## config.mk

```make
export PLATFORM = sky130hd
export DESIGN_NAME = load_cell_seq
export DESIGN_NICKNAME = d
export VERILOG_FILES = /design/src/rtl/load_cell_seq.sv
export SDC_FILE = /design/constraint.sdc
export NUM_CORES = 1
export LEC_CHECK = 0
export ABC_AREA = 1
export CORE_MARGIN = 2
export CORE_UTILIZATION = 60
export DETAILED_ROUTE_END_ITERATION = 7
export PLACE_DENSITY = 0.82
export SYNTH_ARGS = -nofsm -noshare
export SYNTH_HDL_FRONTEND = slang
export SYNTH_SLANG_ARGS = --single-unit
```

## constraint.sdc

```tcl
create_clock -name clk -period 6.21 [get_ports clk]
set_input_delay 1.242 -clock clk [delete_from_list [all_inputs] [get_ports clk]]
set_output_delay 1.242 -clock clk [all_outputs]
set_load 0.05 [all_outputs]
```

## src/rtl/load_cell_seq.sv

```systemverilog
// Rider-detect sequencer: samples left/right load cells via the shared A2D, derives weight/balance flags,
// and owns the stability timer. Optional A2D watchdog is enabled by defining LDCELL_TIMEOUT_EN.
module load_cell_seq #(
  parameter logic [11:0] MIN_RIDER_WEIGHT = 12'h200,
  parameter logic [11:0] HYSTERESIS       = 12'h040,
  parameter logic [25:0] TMR_FULL_CNT     = 26'd65_000_000,
  parameter logic [15:0] SMPL_INTVL       = 16'd50_000,
  parameter logic [2:0]  LFT_CHNL         = 3'd0,
  parameter logic [2:0]  RGHT_CHNL        = 3'd4
) (
  input  logic        clk,
  input  logic        rst,
  output logic        a2d_req,
  output logic [2:0]  a2d_chnl,
  input  logic        a2d_rdy,
  input  logic [11:0] a2d_data,
  input  logic        clr_tmr,
  output logic        tmr_full,
  output logic [11:0] lft_ld,
  output logic [11:0] rght_ld,
  output logic        sum_gt_min,
  output logic        sum_lt_min,
  output logic        diff_gt_1_4,
  output logic        diff_gt_15_16,
  output logic        smpl_vld,
  output logic        a2d_err
);

  typedef enum logic [2:0] {
    WAIT_INTVL = 3'd0,
    REQ_L      = 3'd1,
    WAIT_L     = 3'd2,
    REQ_R      = 3'd3,
    WAIT_R     = 3'd4,
    CALC       = 3'd5
  } state_t;

  localparam logic [12:0] SUM_HI = {1'b0, MIN_RIDER_WEIGHT} + {1'b0, HYSTERESIS};
  localparam logic [12:0] SUM_LO = {1'b0, MIN_RIDER_WEIGHT} - {1'b0, HYSTERESIS};

  state_t       state_r;
  state_t       state_nxt_s;
  logic [15:0]  intvl_cnt_r;
  logic [25:0]  tmr_cnt_r;
  logic         tmr_full_r;
  logic [11:0]  lft_ld_r;
  logic [11:0]  rght_ld_r;
  logic         sum_gt_min_r;
  logic         sum_lt_min_r;
  logic         diff_gt_1_4_r;
  logic         diff_gt_15_16_r;
  logic         smpl_vld_r;
  logic         a2d_req_r;
  logic [2:0]   a2d_chnl_r;
  logic         intvl_done_s;
  logic         wdog_to_s;
  logic [12:0]  sum_s;
  logic [11:0]  diff_s;
  logic [16:0]  sum_x15_s;

  assign intvl_done_s = (intvl_cnt_r == (SMPL_INTVL - 16'd1));

`ifdef LDCELL_TIMEOUT_EN
  logic [9:0] wdog_r;
  logic       a2d_err_r;
  logic       waiting_s;

  assign waiting_s = (state_r == WAIT_L) || (state_r == WAIT_R);
  // Timeout fires on the 1023rd waiting cycle so the request re-issues 1024 cycles after the original.
  assign wdog_to_s = waiting_s && (wdog_r == 10'd1022) && !a2d_rdy;

  // Conversion watchdog and sticky error flag
  always_ff @(posedge clk) begin
    if (rst) begin
      wdog_r    <= 10'd0;
      a2d_err_r <= 1'b0;
    end else begin
      if (waiting_s) begin
        wdog_r <= wdog_r + 10'd1;
      end else begin
        wdog_r <= 10'd0;
      end
      a2d_err_r <= a2d_err_r | wdog_to_s;
    end
  end

  assign a2d_err = a2d_err_r;
`else
  assign wdog_to_s = 1'b0;
  assign a2d_err   = 1'b0;
`endif

  // Sequencer next-state logic
  always_comb begin
    state_nxt_s = state_r;
    case (state_r)
      WAIT_INTVL: begin
        if (intvl_done_s) state_nxt_s = REQ_L;
        else              state_nxt_s = WAIT_INTVL;
      end
      REQ_L:  state_nxt_s = WAIT_L;
      WAIT_L: begin
        if (a2d_rdy)        state_nxt_s = REQ_R;
        else if (wdog_to_s) state_nxt_s = REQ_L;
        else                state_nxt_s = WAIT_L;
      end
      REQ_R:  state_nxt_s = WAIT_R;
      WAIT_R: begin
        if (a2d_rdy)        state_nxt_s = CALC;
        else if (wdog_to_s) state_nxt_s = REQ_R;
        else                state_nxt_s = WAIT_R;
      end
      CALC:    state_nxt_s = WAIT_INTVL;
      default: state_nxt_s = WAIT_INTVL;
    endcase
  end

  // State register and sample-interval counter
  always_ff @(posedge clk) begin
    if (rst) begin
      state_r     <= WAIT_INTVL;
      intvl_cnt_r <= 16'd0;
    end else begin
      state_r <= state_nxt_s;
      if ((state_r == WAIT_INTVL) && !intvl_done_s) begin
        intvl_cnt_r <= intvl_cnt_r + 16'd1;
      end else begin
        intvl_cnt_r <= 16'd0;
      end
    end
  end

  // Request and channel are registered from the next state so they line up with REQ_x / WAIT_x.
  always_ff @(posedge clk) begin
    if (rst) begin
      a2d_req_r  <= 1'b0;
      a2d_chnl_r <= LFT_CHNL;
    end else begin
      a2d_req_r <= (state_nxt_s == REQ_L) || (state_nxt_s == REQ_R);
      case (state_nxt_s)
        REQ_L, WAIT_L: a2d_chnl_r <= LFT_CHNL;
        REQ_R, WAIT_R: a2d_chnl_r <= RGHT_CHNL;
        default:       a2d_chnl_r <= a2d_chnl_r;
      endcase
    end
  end

  // Unsigned sum, absolute difference and the 15*sum term for the balance ratios
  always_comb begin
    sum_s     = {1'b0, lft_ld_r} + {1'b0, rght_ld_r};
    diff_s    = 12'd0;
    if (lft_ld_r >= rght_ld_r) begin
      diff_s = lft_ld_r - rght_ld_r;
    end else begin
      diff_s = rght_ld_r - lft_ld_r;
    end
    sum_x15_s = {sum_s, 4'b0000} - {4'b0000, sum_s};
  end

  // Reading capture and flag registers
  always_ff @(posedge clk) begin
    if (rst) begin
      lft_ld_r        <= 12'd0;
      rght_ld_r       <= 12'd0;
      sum_gt_min_r    <= 1'b0;
      sum_lt_min_r    <= 1'b1;
      diff_gt_1_4_r   <= 1'b0;
      diff_gt_15_16_r <= 1'b0;
      smpl_vld_r      <= 1'b0;
    end else begin
      if ((state_r == WAIT_L) && a2d_rdy) lft_ld_r <= a2d_data;
      else                                lft_ld_r <= lft_ld_r;
      if ((state_r == WAIT_R) && a2d_rdy) rght_ld_r <= a2d_data;
      else                                rght_ld_r <= rght_ld_r;
      if (state_r == CALC) begin
        sum_gt_min_r    <= (sum_s > SUM_HI);
        sum_lt_min_r    <= (sum_s < SUM_LO);
        diff_gt_1_4_r   <= ({diff_s, 2'b00} > {1'b0, sum_s});
        diff_gt_15_16_r <= ({1'b0, diff_s, 4'b0000} > sum_x15_s);
      end else begin
        sum_gt_min_r    <= sum_gt_min_r;
        sum_lt_min_r    <= sum_lt_min_r;
        diff_gt_1_4_r   <= diff_gt_1_4_r;
        diff_gt_15_16_r <= diff_gt_15_16_r;
      end
      smpl_vld_r <= (state_r == CALC);
    end
  end

  // Stability timer: saturating count, full flag trails the count by one cycle, clear has priority.
  always_ff @(posedge clk) begin
    if (rst) begin
      tmr_cnt_r  <= 26'd0;
      tmr_full_r <= 1'b0;
    end else if (clr_tmr) begin
      tmr_cnt_r  <= 26'd0;
      tmr_full_r <= 1'b0;
    end else begin
      if (tmr_cnt_r != TMR_FULL_CNT) tmr_cnt_r <= tmr_cnt_r + 26'd1;
      else                           tmr_cnt_r <= tmr_cnt_r;
      tmr_full_r <= (tmr_cnt_r == TMR_FULL_CNT);
    end
  end

  assign a2d_req       = a2d_req_r;
  assign a2d_chnl      = a2d_chnl_r;
  assign tmr_full      = tmr_full_r;
  assign lft_ld        = lft_ld_r;
  assign rght_ld       = rght_ld_r;
  assign sum_gt_min    = sum_gt_min_r;
  assign sum_lt_min    = sum_lt_min_r;
  assign diff_gt_1_4   = diff_gt_1_4_r;
  assign diff_gt_15_16 = diff_gt_15_16_r;
  assign smpl_vld      = smpl_vld_r;

endmodule

```

==> reports/results.env <==
POST_CTS_BUFFERS=0
CLOCK_INSERTION_DELAY_WORST_SKEW_NS=0.37
CRITICAL_PATH_REQUIRED_NS=6.45
GRT_UTIL_MET3=0.0466
SHARE_OF_CELLS_ABOVE_DRIVE_STRENGTH_1=0.0794
IRDROPWORSTVDD_mV=0.205
FINISH.NET_COUNT=1126
FINALMAXSLEWVIOLATIONS=0
POWER_DENSITY_nW_PER_UM2=132
TIGHTEST_SLEW_NS=1.15
ANTENNA-DIODE-COUNT=0
AREA_DELTA_SYNTH_FINAL_PCT=11.1
GP_CONGESTION=0.958
TIMING.CRITICAL_PATH.FANOUT_MAX=12
CTS_BUFFER_DEPTH=2
TIMING.SLEW.HEADROOM=0.233
CTS_HOLD_BUFFERS=0
SLOWEST_DELAY_NS=0.59
WL_CELL_UM=14.2
FINALINSTANCEAREA_UM2=7330
ROUTED_WL_MM=16.8
CTS-BUFFERS-INSERTED=9
ARR_TIME_CRIT_PATH_NS=4.76
SETUP_TNS_NS=0
HOLDCRITPATHCLASS='reg2reg'
DPL.HPWL_MM=13.5
NUM_ROWS=38
RESIZED_GATES_AFTER_CTS=0
GR-TOTAL-OVERFLOW=0
MAX_FREQ_MHz=221
DRC=0
GROUTE.USAGE.OVERALL=0.298
NUM_VIAS=6521
FINALSETUPVIOLATIONS=0
GRTUSAGEMET2=0.483
MAPPEDNETLISTAREA_UM2=6590
LAYOUT_MIN_CYCLE_TIME_NS=4.52
GRT_UTIL_MET1=0.410
DIE_AREA_UM2=11800
CRIT_PATH_CELL_TRACE='inv_1 > ha_1 > inv_2 > a21oi_1 > nand2_1 > nand2_1 > nand3_1 > nand2_1 > nand2_1 > a21oi_1 > ha_1 > nand2_1 > nor2_1 > o21ai_1 > o2111ai_1 > xor2_1 > ha_1 > nand2_1 > nor4_1 > nand4_1 > nand2_1 > a21oi_1 > nand3_1 > a21oi_1'
PLACE.PORT_BUFFERS=47
GRT_MAX_DEGREE=28
TIMING.CLOCK.SKEW_NS=0.00601
GRT_PASS1_WL_MM=28.1
SYNTH_EDF_COUNT=0
CRIT_PATH_END_KIND='register'
VIA_COUNT_OF_THE_FIRST_GLOBAL_ROUTING_PASS=5981
FIRST_PASS_ITERS=6
CTS_TREE='built'
CORE_UM2=10800
POST_SYNTH.CELL_AREA_AVG_UM2=6.57
LEAKAGE_POWER_SUMMED_OVER_ALL_CELLS_nW=3.48
WORSTSETUPSTARTPOINT='lft_ld[5]'
SYNTH-SEQ-AREA-SHARE=0.234
SYNTH.DISTINCT_CELLS=51
POST_SYNTH_INST_COUNT=1003
WORST_PATH_DOMINANT_CELL_FAMILY='simple AND/OR/NAND/NOR gates'
CRIT_PATH_FREQUENT_CELL='nand2_1'
YOSYS_WARNINGS=0
DOMINANTREGCELLSYNTH='dfxtp_1'
I_O_PIN_COUNT=51
FINALHOLDVIOLATIONS=0
FINAL_MIN_PERIOD_OVER_CLOCK_PERIOD=0.728
WORST-SETUP-PATH-TYPE='reg2reg'
ANTENNA_FOUND_INITIAL=0
RESULT_OF_THE_RUN='finished, final reports clean'
TIMING.CRITICAL_PATH.BUF_INV=2
TIMING.MAX_CAP.VIOLATIONS=0
SLOWEST_STAGE='ha_1'
PLACED_AREA_UM2=7110
R2R-START='lft_ld[5]'
R2R_SETUP_SLACK_NS=1.69
SYNTH-ASYNC-RESET-RATIO=0
ANT_NETS=0
WORST_PATH_CLK_SLEW_NS=0.08
HOLD_PATH.STARTPOINT='intvl_cnt_r[0]'
STARTPOINT_TYPE='register'
GLOBAL_ROUTE.PEAK_USAGE_LAYER='met2'
CTS_SINKS=77
GRT_SETUP_UNREPAIRED='false'
VIAS_PER_CELL=5.50
HTREE_NUM_LEVELS=3
CHIPWIDTH_UM=109
ITERATION_0_DRC_COUNT_OF_THE_DETAILED_ROUTER=490
DIE_H_UM=109
INITIAL_CORE_UTILIZATION=0.611
SYNTH-SEQ-CELLS=77
CTS-ROOT-BUF='clkbuf_8'
[final timing paths]
path                         end  cells past startpoint
hold reg to reg   intvl_cnt_r[0]                      1
setup reg to reg   diff_gt_15_16                     24
setup / recovery   diff_gt_15_16                     24
hold / removal    intvl_cnt_r[0]                      1
[synth_stat cells (2+ instances only)]
library cell / count / area [µm²]
a211oi_1: 2 / 15.0
a21o_1: 3 / 22.5
a21oi_1: 86 / 430
a21oi_2: 4 / 35.0
a21oi_4: 2 / 32.5
a31oi_1: 2 / 12.5
buf_4: 10 / 75.1
buf_6: 2 / 22.5
clkbuf_1: 10 / 37.5
dfxtp_1: 77 / 1540
fa_1: 3 / 60.1
ha_1: 67 / 838
inv_1: 145 / 544
inv_2: 17 / 63.8
nand2_1: 200 / 751
nand2_2: 13 / 81.3
nand2_4: 3 / 33.8
nand3_1: 76 / 380
nand3_2: 4 / 40.0
nand3b_1: 4 / 30.0
nand4_1: 20 / 125
nand4_2: 2 / 25.0
nor2_1: 80 / 300
nor2_2: 9 / 56.3
nor2_4: 3 / 33.8
nor3_1: 30 / 150
nor3_2: 2 / 20.0
nor3b_1: 2 / 15.0
nor4_1: 8 / 50.1
o211ai_1: 3 / 22.5
o21a_1: 6 / 45.0
o21ai_0: 54 / 270
o21ai_1: 9 / 45.0
o21bai_1: 3 / 22.5
o21bai_2: 2 / 22.5
or2_2: 2 / 12.5
xnor2_1: 4 / 35.0
xor2_1: 21 / 184
[stage by stage]
| step | std cells | power (mW) | utilization | hold slack [ns] | setup WS [ns] |
|---|---|---|---|---|---|
| 3_3_place_gp | 1169 | 0.542 | 0.658 | 0.434 | 1.93 |
| 4_1_cts | 1185 | 0.974 | 0.679 | 0.465 | 1.79 |
| 6_report | 1185 | 0.964 | 0.679 | 0.457 | 1.69 |
| 5_1_grt | 1185 | 0.996 | 0.679 | 0.486 | 1.19 |
| 2_1_floorplan | 1005 | 0.529 | - | 0.418 | 2.12 |
| 3_5_place_dp | 1169 | 0.542 | 0.658 | 0.444 | 1.82 |
[worst register-to-register path, delay by kind of cell (launching register included)]
kind / cells / cell delay (ns)
flip-flops: 1 / 0.39
AO/OA/AOI/OAI: 6 / 0.94
adder cells (fa/ha/maj): 3 / 1.28
buffers and inverters: 2 / 0.20
XOR/XNOR: 1 / 0.18
AND/OR/NAND/NOR: 12 / 1.43
[cells in the final DEF (no fill, tap or decap), types with 4 or more instances in the layout]
master	Yosys	final
o21ai_1	9	9
nor3_1	30	30
nand3b_1	4	4
o21a_1	6	6
nand3_2	4	4
nand2_2	13	13
inv_1	145	145
clkbuf_8	0	9
clkdlybuf4s50_1	0	47
xnor2_1	4	4
nand2_1	200	200
inv_2	17	17
nand3_1	76	76
dfxtp_1	77	77
nand4_1	20	20
nor2_2	9	9
nor4_1	8	8
a21oi_2	4	4
o21ai_0	54	54
ha_1	67	67
a21oi_1	86	86
xor2_1	21	21
nor2_1	80	80
[sequential cells by signal, summed over array words and instances, names as in the netlist, 3 cells and up]
register,count
rght_ld,12
tmr_cnt_r,26
lft_ld,12
state_r,3
intvl_cnt_r,16
[power by group]
part / total, mW / leakage [nW] / internal, mW / switching [mW]
clock: 0.433 / 0.106 / 0.228 / 0.205
combinational: 0.0338 / 2.75 / 0.0137 / 0.0201
sequential: 0.497 / 0.621 / 0.496 / 0.00166
[area by class of cell]
type                            instances  area (µm²)
Fill cell                             960        3470
Sequential cell                        77        1540
Inverter                              163         614
Clock buffer                            9         124
Tap cell                              140         175
Clock inverter                          7        97.6
Timing Repair Buffer                   47         470
Multi-Input combinational cell        742        4300
[cells by family after synthesis]
logic type | synth area share
fa+ha+maj | 0.136
buf+inv | 0.114
mux | 0.00152
compound gates | 0.157
other cells | 0.000569
flops | 0.234
simple gates | 0.320
xor+xnor | 0.0357
[layer usage]
metal,share of wire,vias up
li1,-,3360
met1,0.48,2934
met2,0.45,201
met3,0.054,26
met4,0.016,0
met5,0,-
(Power assumes the default switching activity.)
